File: config.mk
export PLATFORM = sky130hd
export DESIGN_NAME = network_run_ctrl
export DESIGN_NICKNAME = d
export VERILOG_FILES = /design/src/rtl/network_config.sv /design/src/rtl/network_run_ctrl.sv
export SDC_FILE = /design/constraint.sdc
export NUM_CORES = 1
export LEC_CHECK = 0
export CORE_MARGIN = 2
export CORE_UTILIZATION = 31
export CTS_CLUSTER_DIAMETER = 200
export DETAILED_ROUTE_END_ITERATION = 16
export GPL_TIMING_DRIVEN = 0
export PLACE_DENSITY = 0.62
export SYNTH_ARGS = -nofsm -noshare
export SYNTH_HDL_FRONTEND = slang
export SYNTH_SLANG_ARGS = --single-unit
export TNS_END_PERCENT = 5
File: constraint.sdc
create_clock -name clk -period 1.9 [get_ports clk]
set_clock_uncertainty 0.1 [all_clocks]
set_input_delay 0.475 -clock clk [delete_from_list [all_inputs] [get_ports clk]]
set_output_delay 0.475 -clock clk [all_outputs]
set_load 0.02 [all_outputs]
File: src/rtl/network_config.sv
// rtl/network_config.sv - network-wide sizing constants
package network_config;
    localparam int NET_NUM_OUT = 2;
endpackage

File: src/rtl/network_run_ctrl.sv
// rtl/network_run_ctrl.sv - steps the network core per commanded timestep and hands each result to the sink
module network_run_ctrl #(
    parameter int RUN_WIDTH = 16,
    parameter int NUM_OUT   = network_config::NET_NUM_OUT,
    parameter int TS_WIDTH  = 32
) (
    input  logic                 clk,
    input  logic                 arst,
    input  logic                 cmd_valid,
    output logic                 cmd_ready,
    input  logic [RUN_WIDTH-1:0] cmd_runs,
    output logic                 core_step,
    input  logic                 core_done,
    input  logic [NUM_OUT-1:0]   core_out,
    output logic                 net_valid,
    output logic                 net_last,
    input  logic                 net_ready,
    output logic [NUM_OUT-1:0]   net_out,
    output logic                 busy,
    output logic [TS_WIDTH-1:0]  timestep
);

    // One-hot encoding so each state-derived output is a flop bit, never a decode of inputs.
    typedef enum logic [3:0] {
        S_IDLE = 4'b0001,
        S_STEP = 4'b0010,
        S_WAIT = 4'b0100,
        S_EMIT = 4'b1000
    } state_t;

    state_t                r_state;
    state_t                w_next;
    logic [RUN_WIDTH-1:0]  r_remaining;
    logic [NUM_OUT-1:0]    r_net_out;
    logic                  r_net_last;
    logic [TS_WIDTH-1:0]   r_timestep;
    logic                  w_cmd_take;
    logic                  w_result_take;
    logic                  w_handshake;

    assign w_cmd_take    = r_state[0] & cmd_valid;
    assign w_result_take = r_state[2] & core_done;
    assign w_handshake   = r_state[3] & net_ready;

    assign cmd_ready = r_state[0];
    assign busy      = ~r_state[0];
    assign core_step = r_state[1];
    assign net_valid = r_state[3];
    assign net_out   = r_net_out;
    assign net_last  = r_net_last;
    assign timestep  = r_timestep;

    // State register; reset aborts any command in flight.
    always_ff @(posedge clk or posedge arst) begin
        if (arst) begin
            r_state <= S_IDLE;
        end else begin
            r_state <= w_next;
        end
    end

    // Next-state: a zero-run command is consumed without leaving IDLE.
    always_comb begin
        w_next = r_state;
        case (r_state)
            S_IDLE: if (cmd_valid && (cmd_runs != '0)) w_next = S_STEP;
            S_STEP: w_next = S_WAIT;
            S_WAIT: if (core_done) w_next = S_EMIT;
            S_EMIT: if (net_ready) w_next = r_net_last ? S_IDLE : S_STEP;
            default: w_next = S_IDLE;
        endcase
    end

    // Run count, captured core result and completed-timestep counter.
    always_ff @(posedge clk or posedge arst) begin
        if (arst) begin
            r_remaining <= '0;
            r_net_out   <= '0;
            r_net_last  <= 1'b0;
            r_timestep  <= '0;
        end else begin
            if (w_cmd_take) begin
                r_remaining <= cmd_runs;
            end
            if (w_result_take) begin
                r_net_out  <= core_out;
                r_net_last <= (r_remaining == RUN_WIDTH'(1));
            end
            if (w_handshake) begin
                r_timestep  <= r_timestep + TS_WIDTH'(1);
                r_remaining <= r_remaining - RUN_WIDTH'(1);
            end
        end
    end

endmodule

# Word-level counts from Yosys, hierarchy flattened
# Cells that the tools add are included.
dict set report classes {
  n_addsub 2
  eq_ne 8
  n_mux 7
  bitwise 4
  n_reduce_logical 4
}
# cell n
set op_table {}
lappend op_table {{adder 32 x 1 -> 32 bit (second input constant)} 1}
lappend op_table {{two-way mux 16 bit} 2}
lappend op_table {{equality test 16 x 1 -> 1 bit (second input constant)} 1}
lappend op_table {{case mux 4 bit (4 select lines)} 1}
lappend op_table {{nonzero test 16 bit} 1}
lappend op_table {{subtractor 16 x 1 -> 16 bit (second input constant)} 1}
lappend op_table {{two-way mux 4 bit} 3}
lappend op_table {{inequality test 2 bit (second input constant)} 3}
lappend op_table {{equality test 4 x 1 -> 1 bit (second input constant)} 1}
lappend op_table {{equality test 4 x 2 -> 1 bit (second input constant)} 1}
lappend op_table {{equality test 4 x 3 -> 1 bit (second input constant)} 1}
lappend op_table {{equality test 4 bit (second input constant)} 1}
lappend op_table {{bitwise AND 1 bit} 3}
lappend op_table {{AND reduction 3 bit} 1}
lappend op_table {{two-way mux 2 bit} 1}
lappend op_table {{nonzero test 2 bit} 1}
lappend op_table {{logical AND 1 bit} 1}
lappend op_table {{inverter 1 bit} 1}
dict set report totals {
  register_bits 55
  wordCells 30
  in_bits 23
}

# Logic depth before layout (Yosys ltp)
# Gate-level depths: netlist (run 1).
dict set report logic_depth {
  depth_word 4
  depth_mapped 6
}

# Worst setup path after synthesis (run 1)
# No wires, ideal clock.
dict set report synth_path {
  path_kind {register -> register}
  startpoint {register r_timestep[14] (netlist: timestep[14])}
  endpoint {register r_timestep[29] (netlist: timestep[29])}
  path_stages_with_launch 6
  n_path_buf 1
  setup_slack_ps -67
  t_arrival_ps 1787
  path_cell_list {dfrtp_1 nand4_2 or4_4 buf_6 nor4_4 xor2_1}
}
dict set report synth_via {
  elab_chain_cells 1
}
# element line
set synth_rtl {}
lappend synth_rtl {{start: declaration} network_run_ctrl.sv:36} ;# logic [TS_WIDTH-1:0] r_timestep;
lappend synth_rtl {{start signal: assignment} network_run_ctrl.sv:90} ;# r_timestep <= r_timestep + TS_WIDTH'(1);
lappend synth_rtl {{adder 32 x 1 -> 32 bit} network_run_ctrl.sv:90}
# No other way between the ends.
# A chain may end at the register's enable or synchronous reset.

# Final worst setup path (run 1)
dict set report layout_path {
  startpoint {register r_remaining[0]}
  endpoint {register r_remaining[8]}
}
dict set report layout_via {
  elab_chain_cells 2
}
# element line
set layout_rtl {}
lappend layout_rtl {{start: declaration} network_run_ctrl.sv:33} ;# logic [RUN_WIDTH-1:0] r_remaining;
lappend layout_rtl {{start signal: assignment} network_run_ctrl.sv:83} ;# r_remaining <= cmd_runs;
lappend layout_rtl {{start signal: assignment} network_run_ctrl.sv:91} ;# r_remaining <= r_remaining - RUN_WIDTH'(1);
lappend layout_rtl {{subtractor 16 x 1 -> 16 bit} network_run_ctrl.sv:91}
lappend layout_rtl {{two-way mux 16 bit} network_run_ctrl.sv:89} ;# if (w_handshake) begin
# No other way between the ends.

==> flow_summary.toml, run 1 <==
[setup_path]
path_class = "flip-flop to flip-flop"
worstSetupEndpointType = "flip-flop"
cp_num_buf_inv = 1
cp_slowest_stage_delay_ns = 0.52
cp_top_family = "simple AND/OR/NAND/NOR gates"
crit_path_top_delay_cell = "or4b_4"
crit_path_cell_trace = "inv_2, ha_4, or4b_4, nor4_2, o21ai_1, a221o_1"
cp_max_fo = 6
worstPathRequired_ns = 2.02
arrival_ns = 2.06
worstSetupStartpointType = "flip-flop"

[grt]
grt_pass1_wl_um = 11700
overflow = 0
grt_usage_pct = 14.4
grt_antenna_before_repair = 0
grt_max_degree = 56
grt_pass1_vias = 2395

[die]
fp-row-count = 35
die_w_um = 100
pin_count = 62
die_height_um = 100
start_util_pct = 31.5
core-area_um2 = 9110
dieArea_um2 = 10000

[cts]
ctsRootBufferMaster = "clkbuf_8"
cts_tree = "done"
cts_max_level = 2
cts_inserted_buffers = 5
clock_path_buffers = 2
clkTransAtPathRegs_ns = 0.12
holdBufCountCts = 0
clock-sinks = 55
clock_latency_ns = 0.32

[timing]
fin_ws_ns = -0.0357
grt_setup_unrepaired = "yes"
maxSlewViolCount = 0
worst_pin_slew_ns = 0.416
final_hold_viol_count = 0
whs_ns = 0.367
slew_headroom_pct = 72.2
finalSetupViolCount = 2
setup_tns_ns = -0.0406
fmax_mhz = 517
fin_crit_ns = 1.94
period_share_pct = 102

[final_layout]
drive_above_1_share_pct = 20.0
area_delta_synth_final_pct = 35.3
fin_nets = 385
final_common_cell = "dfrtp_1"
diodes = 0
layout_common_cells = "45 x dfrtp_1, 35 x dlygate4sd2_1, 26 x nand2_1"
postLayoutCoreUtil_pct = 42.6

[route]
viasPerCell = 5.32
drtPass1Iterations = 5
avgRoutedWirePerCell_um = 15.0
wl_um = 7040
met1Wirelength_um = 3260
wl_met3_um = 330
drtIter0Drc = 92
drc = 0
ant_nets = 0
top_layer = "met4"
detailroute.wirelength.met2_um = 3360
vias = 2505

[power_and_ir_drop]
vdd_drop_max_uv = 685
total_power_uw = 3720
p_leak_uw = 0.00180
pwr_density_cell_nw_per_um2 = 959

[hold_path]
hold_class = "flip-flop to flip-flop"

[logic_synthesis]
syn_nets = 310
syn_inst = 284
synth_cell_type_count = 52
synth_warnings = 0
yosysTopAreaCellShare_pct = 47.1
ys_seq_elements = 55
ys.flop_type = "dfrtp_1"
synthDominantAreaCellType = "dfrtp_1"
synth_area_um2 = 2870
synth_edf_count = 0
synthTopCellsByArea = "dfrtp_1 47%, xor2_1 6.4%, nand2_1 3.8%"
synthArstFlopShare_pct = 100
syn_area_per_cell_um2 = 10.1
ys_seq_area_share_pct = 48.0

[place]
io_buffer_count = 61
gp_congestion = 0.824
dp_slack_ns = -0.810
dp_hpwl_um = 4970

[flow_run]
drv_cap = 0

[outcome]
status = "finished, violations left"
violations = "negative setup slack"
final timing paths:
kind,from,end,slack [ns],depth (start not counted)
setup / recovery,r_remaining[0]$_DFFE_PP0P_,r_remaining[8]$_DFFE_PP0P_,-0.04,6
hold / removal,timestep[31]$_DFFE_PP0P_,timestep[31]$_DFFE_PP0P_,0.37,1
setup reg to reg,r_remaining[0]$_DFFE_PP0P_,r_remaining[8]$_DFFE_PP0P_,-0.04,6
hold reg to reg,timestep[31]$_DFFE_PP0P_,timestep[31]$_DFFE_PP0P_,0.37,1
max in group asynchronous,arst,r_state[0]$_DFFE_PP1P_,0.72,3
min in group asynchronous,arst,timestep[27]$_DFFE_PP0P_,0.38,2
flip-flops by register name, indices dropped and copies added, names as in the netlist:
signal,flops
net_out,2
net_last,1
timestep,32
r_remaining,16
r_state,4
timing repair:
item | 4_1_cts | 5_1_grt
gates resized for setup | 65 | 25
pin swaps | 3 | 6
buffers inserted | 1 | 5
setup endpoints to repair | 79 | 29
cloned | 0 | 0
area by class of cell:
class                           instances  area, um2
Fill cell                             903       5230
Multi-Input combinational cell        209       1520
Sequential cell                        55       1390
Timing Repair Buffer                   68        634
Tap cell                              111        139
Clock buffer                            5       68.8
Buffer                                 10       63.8
Inverter                               10       41.3
Clock inverter                          3       23.8
per-stage QoR:
stage / instances / cell area (um2)
global placement: 456 / 3630
finish: 471 / 3880
detailed placement: 456 / 3630
CTS: 465 / 3760
global route: 471 / 3880
floorplan: 284 / 2880
logic make-up (layout without fill, tap and decap cells):
| group | after synthesis | count (layout) | synth area share [%] |
|---|---|---|---|
| flip-flops | 55 | 55 | 48.0 |
| AND/OR/NAND/NOR | 133 | 133 | 27.1 |
| buffers and inverters | 20 | 96 | 2.88 |
| AO/OA/AOI/OAI | 38 | 38 | 9.76 |
| adder cells (fa/ha/maj) | 3 | 3 | 1.31 |
| multiplexers | 4 | 4 | 1.48 |
| XOR/XNOR | 31 | 31 | 9.46 |
metal layers:
layer	track usage, %	vias up
met5	0	-
met1	19.1	1233
li1	-	1195
met4	4.11	0
met3	3.48	8
met2	23.5	69
cells in the mapped netlist (all sizes together), types with 2 or more instances:
master   n
o21ai    5
mux2i    2
nand2   29
a21oi    5
or4      2
o21a     2
a221o    2
inv     10
nor3    23
xnor2   10
buf      2
o311ai   3
nand3   17
clkbuf   8
and3     5
nor2    20
nor4b    3
ha       3
and2     3
a22oi    4
mux2     2
nand2b   2
xor2    21
nor4    11
nand4    8
o211ai   4
dfrtp   54
a311oi   4
and4     5
power breakdown:
part	internal (uW)	total [uW]	switching, uW
Sequential	1420	1710	297
Combinational	601	1310	708
Clock	268	699	431
Total	2290	3720	1440
Power figures use the tool's default switching activity.
==> inputs of run 2 (changes only) <==
--- a/config.mk
+++ b/config.mk
@@ -5,12 +5,14 @@
 export SDC_FILE = /design/constraint.sdc
 export NUM_CORES = 1
 export LEC_CHECK = 0
+export CAP_MARGIN = 25
 export CORE_MARGIN = 2
 export CORE_UTILIZATION = 31
 export CTS_CLUSTER_DIAMETER = 200
 export DETAILED_ROUTE_END_ITERATION = 16
+export DONT_BUFFER_PORTS = 1
 export GPL_TIMING_DRIVEN = 0
-export PLACE_DENSITY = 0.62
+export PLACE_DENSITY = 0.53
 export SYNTH_ARGS = -nofsm -noshare
 export SYNTH_HDL_FRONTEND = slang
 export SYNTH_SLANG_ARGS = --single-unit
==> flow_summary.toml, run 2 (synthesized netlist as in run 1, its figures left out) <==
[setup_path]
worstSetupEndpointType = "flip-flop"
path_class = "flip-flop to flip-flop"
cp_max_fo = 6
arrival_ns = 2.06
worstPathRequired_ns = 2.00
reg2reg_slack_ns = -0.05
reg2reg_to = "r_remaining[8]$_DFFE_PP0P_"
r2r.worst_path.cells = 6
crit_start = "r_remaining[0]$_DFFE_PP0P_"
r2r_start = "r_remaining[0]$_DFFE_PP0P_"
worstSetupStartpointType = "flip-flop"

[final_layout]
area_delta_synth_final_pct = 15.8
fin_nets = 324
layout_common_cells = "32 x dfrtp_1, 26 x nand2_1, 22 x dfrtp_2"
drive_above_1_share_pct = 26.8
largest_reg_flops = 32
postLayoutCoreUtil_pct = 36.5
fillers = 916
diodes = 0
final_common_cell = "dfrtp_1"

[cts]
cts_inserted_buffers = 5
clkTransAtPathRegs_ns = 0.11
clock_latency_ns = 0.32
cts_max_level = 2
ctsRootBufferMaster = "clkbuf_8"
cts_tree = "done"
clock-sinks = 55
clock_path_buffers = 2

[flow_run]
drv_cap = 0

[timing]
worst_pin_slew_ns = 0.449
setup_tns_ns = -0.0867
fmax_mhz = 512
slew_headroom_pct = 70.0
finalSetupViolCount = 4
maxSlewViolCount = 0
fin_crit_ns = 1.95
period_share_pct = 103
grt_setup_unrepaired = "yes"
fin_ws_ns = -0.0529
final_hold_viol_count = 0

[die]
pin_count = 62
die_height_um = 100
fp-row-count = 35
dieArea_um2 = 10000
die_w_um = 100
start_util_pct = 31.5
core-area_um2 = 9110

[grt]
grt_antenna_before_repair = 0
overflow = 0
grt_max_degree = 39
grt_pass1_wl_um = 11800
grt_usage_pct = 14.7
grt_pass1_vias = 2251

[place]
gp_congestion = 0.867
dp_hpwl_um = 4960
io_buffer_count = 0

[route]
avgRoutedWirePerCell_um = 17.1
wl_um = 7000
ant_nets = 0
viasPerCell = 5.50
drtIter0Drc = 89
drc = 0
vias = 2257
drtPass1Iterations = 4

[hold_path]
holdPathEnd = "r_remaining[10]$_DFFE_PP0P_"
hold_class = "input port to flip-flop"
hp-start = "cmd_runs[10]"
whs_path_depth = 2

[power_and_ir_drop]
vdd_drop_max_uv = 525
pwr_density_cell_nw_per_um2 = 1070
p_leak_uw = 0.00140
total_power_uw = 3560

[outcome]
status = "finished, violations left"
violations = "negative setup slack"
run 2: cell count changes in the layout (fill, tap and decap cells not counted), sizes merged:
cell	before	now
clkdlybuf4s15	1	0
dlygate4sd2	35	0
dlygate4sd3	0	1
dlymetal6s2s	3	0
clkbuf	11	9
clkdlybuf4s50	21	0
run 2: final cells by class:
| cell class | count | area [um2] | area share, % |
|---|---|---|---|
| tap | 111 | 139 | 4.18 |
| clock buffer | 5 | 68.8 | 2.07 |
| clock inverter | 3 | 27.5 | 0.828 |
| buffer | 8 | 60.1 | 1.81 |
| timing repair buffer | 9 | 82.6 | 2.48 |
| inverter | 10 | 41.3 | 1.24 |
| multi-input combinational | 209 | 1500 | 45.1 |
| sequential | 55 | 1410 | 42.3 |
run 2: critical path: stages (launching register included):
cell and delay, ns:
dfrtp_1 0.41, inv_2 0.09, ha_4 0.17, or4b_4 0.52, nor4_2 0.17, o21ai_1 0.09, a221o_1 0.30
run 2: report_power, final:
group	switching, uW	internal (uW)	total, uW
clock	429	272	701
sequential	412	1420	1830
combinational	546	477	1020
total	1390	2170	3560
run 2: repair_timing:
item	CTS	global route
hold buffers	1	0
setup buffers	7	0
cloned	0	0
resized for setup	38	19
pin swaps	5	3
endpoints found under the hold margin	16	0
setup endpoints to repair	38	28
run 2: worst max path at each step:
stage | to | slack (ns)
floorplan | timestep[29]$_DFFE_PP0P_ | -0.03
finish | r_remaining[8]$_DFFE_PP0P_ | -0.05
detailed placement | timestep[20]$_DFFE_PP0P_ | -0.39
global route | timestep[29]$_DFFE_PP0P_ | -0.11
CTS | r_remaining[8]$_DFFE_PP0P_ | -0.07
global placement | timestep[20]$_DFFE_PP0P_ | -0.40
run 2: through the flow:
step | area (um2) | hold WS (ns) | worst slack (ns) | instances
after CTS | 3280 | 0.175 | -0.0706 | 411
after global placement | 3020 | 0.412 | -0.396 | 395
after floorplan | 2880 | 0.382 | -0.0342 | 284
after detailed placement | 3040 | 0.285 | -0.387 | 396
after global routing | 3320 | 0.178 | -0.109 | 410
final | 3320 | 0.177 | -0.0529 | 410
run 2: metal layers:
metal  wire [um]  up-vias  track usage (%)
met2        3240       80             23.9
met1        3110     1104             18.8
met3         565        7             4.81
met4          79        0             4.11
li1            -     1066                -
met5           0        -                0
==> inputs of run 3 (changes only) <==
--- a/config.mk
+++ b/config.mk
@@ -7,12 +7,12 @@
 export LEC_CHECK = 0
 export CAP_MARGIN = 25
 export CORE_MARGIN = 2
-export CORE_UTILIZATION = 31
+export CORE_UTILIZATION = 57
 export CTS_CLUSTER_DIAMETER = 200
 export DETAILED_ROUTE_END_ITERATION = 16
 export DONT_BUFFER_PORTS = 1
 export GPL_TIMING_DRIVEN = 0
-export PLACE_DENSITY = 0.53
+export PLACE_DENSITY = 0.82
 export SYNTH_ARGS = -nofsm -noshare
 export SYNTH_HDL_FRONTEND = slang
 export SYNTH_SLANG_ARGS = --single-unit
==> flow_summary.toml, run 3 (synthesized netlist as in run 1, its figures left out) <==
[cts]
cts_inserted_buffers = 5
clkTransAtPathRegs_ns = 0.10
cts_tree = "done"
clock_latency_ns = 0.30
cts_max_level = 2
clock_path_buffers = 2
ctsRootBufferMaster = "clkbuf_8"
clock-sinks = 55

[timing]
fmax_mhz = 511
finalSetupViolCount = 5
fin_crit_ns = 1.96
worst_pin_slew_ns = 0.533
grt_setup_unrepaired = "yes"
period_share_pct = 103
final_hold_viol_count = 0
fin_ws_ns = -0.0570
maxSlewViolCount = 0
slew_headroom_pct = 64.1

[route]
ant_nets = 0
avgRoutedWirePerCell_um = 17.7
drc = 0
viasPerCell = 6.33
wl_um = 6450
drtPass1Iterations = 5
drtIter0Drc = 126
vias = 2311

[power_and_ir_drop]
seq_power_share_pct = 52.4
switching_share_pct = 38.0
p_comb_share_pct = 28.6
p_int_uw = 2170
vdd_drop_max_uv = 781
power.switching_uw = 1330
p_leak_uw = 0.00138
pwr_density_cell_nw_per_um2 = 1080
clkPwrFrac_pct = 19.0

[die]
fp-row-count = 25
core-area_um2 = 4790
start_util_pct = 60.0
dieArea_um2 = 5620
die_height_um = 75.0
die_w_um = 75.0
pin_count = 62

[grt]
overflow = 0
grt_antenna_before_repair = 0
grt_pass1_wl_um = 10200
grt_usage_pct = 23.3
grt_pass1_vias = 2219
grt_max_degree = 41

[final_layout]
fin_nets = 323
layout_common_cells = "32 x dfrtp_1, 26 x nand2_1, 22 x dfrtp_2"
final_area_um2 = 3240
diodes = 0
area_delta_synth_final_pct = 12.9
largest_reg_flops = 32
final_common_cell = "dfrtp_1"
postLayoutCoreUtil_pct = 67.7
fillers = 369
drive_above_1_share_pct = 25.5

[place]
dp_hpwl_um = 4440
io_buffer_count = 0
gp_congestion = 0.898
dp_slack_ns = -0.360
placed_cell_area_um2 = 2990

[setup_path]
arrival_ns = 2.05
path_class = "flip-flop to flip-flop"
cp_max_fo = 6
cp_slowest_stage_delay_ns = 0.51
worstSetupStartpointType = "flip-flop"
worstPathRequired_ns = 2.00
crit_path_top_delay_cell = "or4b_4"
worstSetupEndpointType = "flip-flop"
crit_path_cell_trace = "inv_2, ha_4, or4b_4, nor4_2, o21ai_1, a221o_1"

[hold_path]
hold_class = "input port to flip-flop"

[outcome]
violations = "negative setup slack"
status = "finished, violations left"

[flow_run]
drv_cap = 0
==> run 3: worst paths after layout <==
path / endpoint / cells after the start / startpoint / slack, ns
hold reg to reg: r_remaining[15]$_DFFE_PP0P_ / 1 / r_remaining[15]$_DFFE_PP0P_ / 0.43
max in group asynchronous: r_state[0]$_DFFE_PP1P_ / 3 / arst / 0.60
setup / recovery: r_remaining[8]$_DFFE_PP0P_ / 6 / r_remaining[0]$_DFFE_PP0P_ / -0.06
hold / removal: r_remaining[10]$_DFFE_PP0P_ / 2 / cmd_runs[10] / 0.18
setup reg to reg: r_remaining[8]$_DFFE_PP0P_ / 6 / r_remaining[0]$_DFFE_PP0P_ / -0.06
min in group asynchronous: timestep[23]$_DFFE_PP0P_ / 2 / arst / 0.52
==> run 3: layer usage <==
| layer | vias to the layer above | global-route usage (%) | part of all wire, % |
|---|---|---|---|
| li1 | 1061 | - | - |
| met1 | 1126 | 30.4 | 40 |
| met2 | 113 | 39.1 | 50 |
| met3 | 11 | 5.62 | 8.4 |
| met4 | 0 | 6.15 | 1.4 |
| met5 | - | 0 | 0 |
==> run 3: power by group through the flow <==
stage                     Sequential, uW  Combinational [uW]  Clock (uW)
after floorplan                     1710                 723           0
after global placement              1770                 853           0
after detailed placement            1780                 889           0
after CTS                           1810                 948         678
after global routing                1880                1110         732
final                               1840                1000         664
==> run 3: cell type report <==
type                    instances  area [um2]  share of cell area (%)
flip-flops and latches         55        1410                    43.4
plain buffers                   9        52.6                    1.62
clock inverters                 1        8.76                   0.270
repair buffers                  7        67.6                    2.09
multi-input cells             209        1490                    46.1
well taps                      67        83.8                    2.59
clock buffers                   7        86.3                    2.67
inverters                      10        41.3                    1.27
==> run 3: repair_timing <==
| action | in CTS | in global routing |
|---|---|---|
| setup buffers | 3 | 2 |
| endpoints found under the setup margin | 37 | 30 |
| endpoints found under the hold margin | 15 | 0 |
| gates resized for setup | 34 | 14 |
| gates cloned | 0 | 0 |
| pin swaps | 4 | 2 |
| hold buffers | 1 | 0 |
==> run 3: worst max-delay path: cells and delay by family, from the launching register on <==
kind | cells | cell delay, ns
buffers and inverters | 1 | 0.09
adders and majority gates | 1 | 0.17
AOI/OAI and AO/OA | 2 | 0.39
DFF | 1 | 0.42
and+or+nand+nor | 2 | 0.68
==> run 3: through the flow <==
stage          setup TNS, ns  cells  power (uW)  hold WS [ns]
4_1_cts               -0.132    363        3430         0.182
2_1_floorplan        -0.0466    284        2430         0.382
6_report              -0.108    365        3500         0.184
3_3_place_gp           -7.29    351        2630         0.411
3_5_place_dp           -7.78    352        2670         0.245
5_1_grt               -0.774    365        3710         0.179
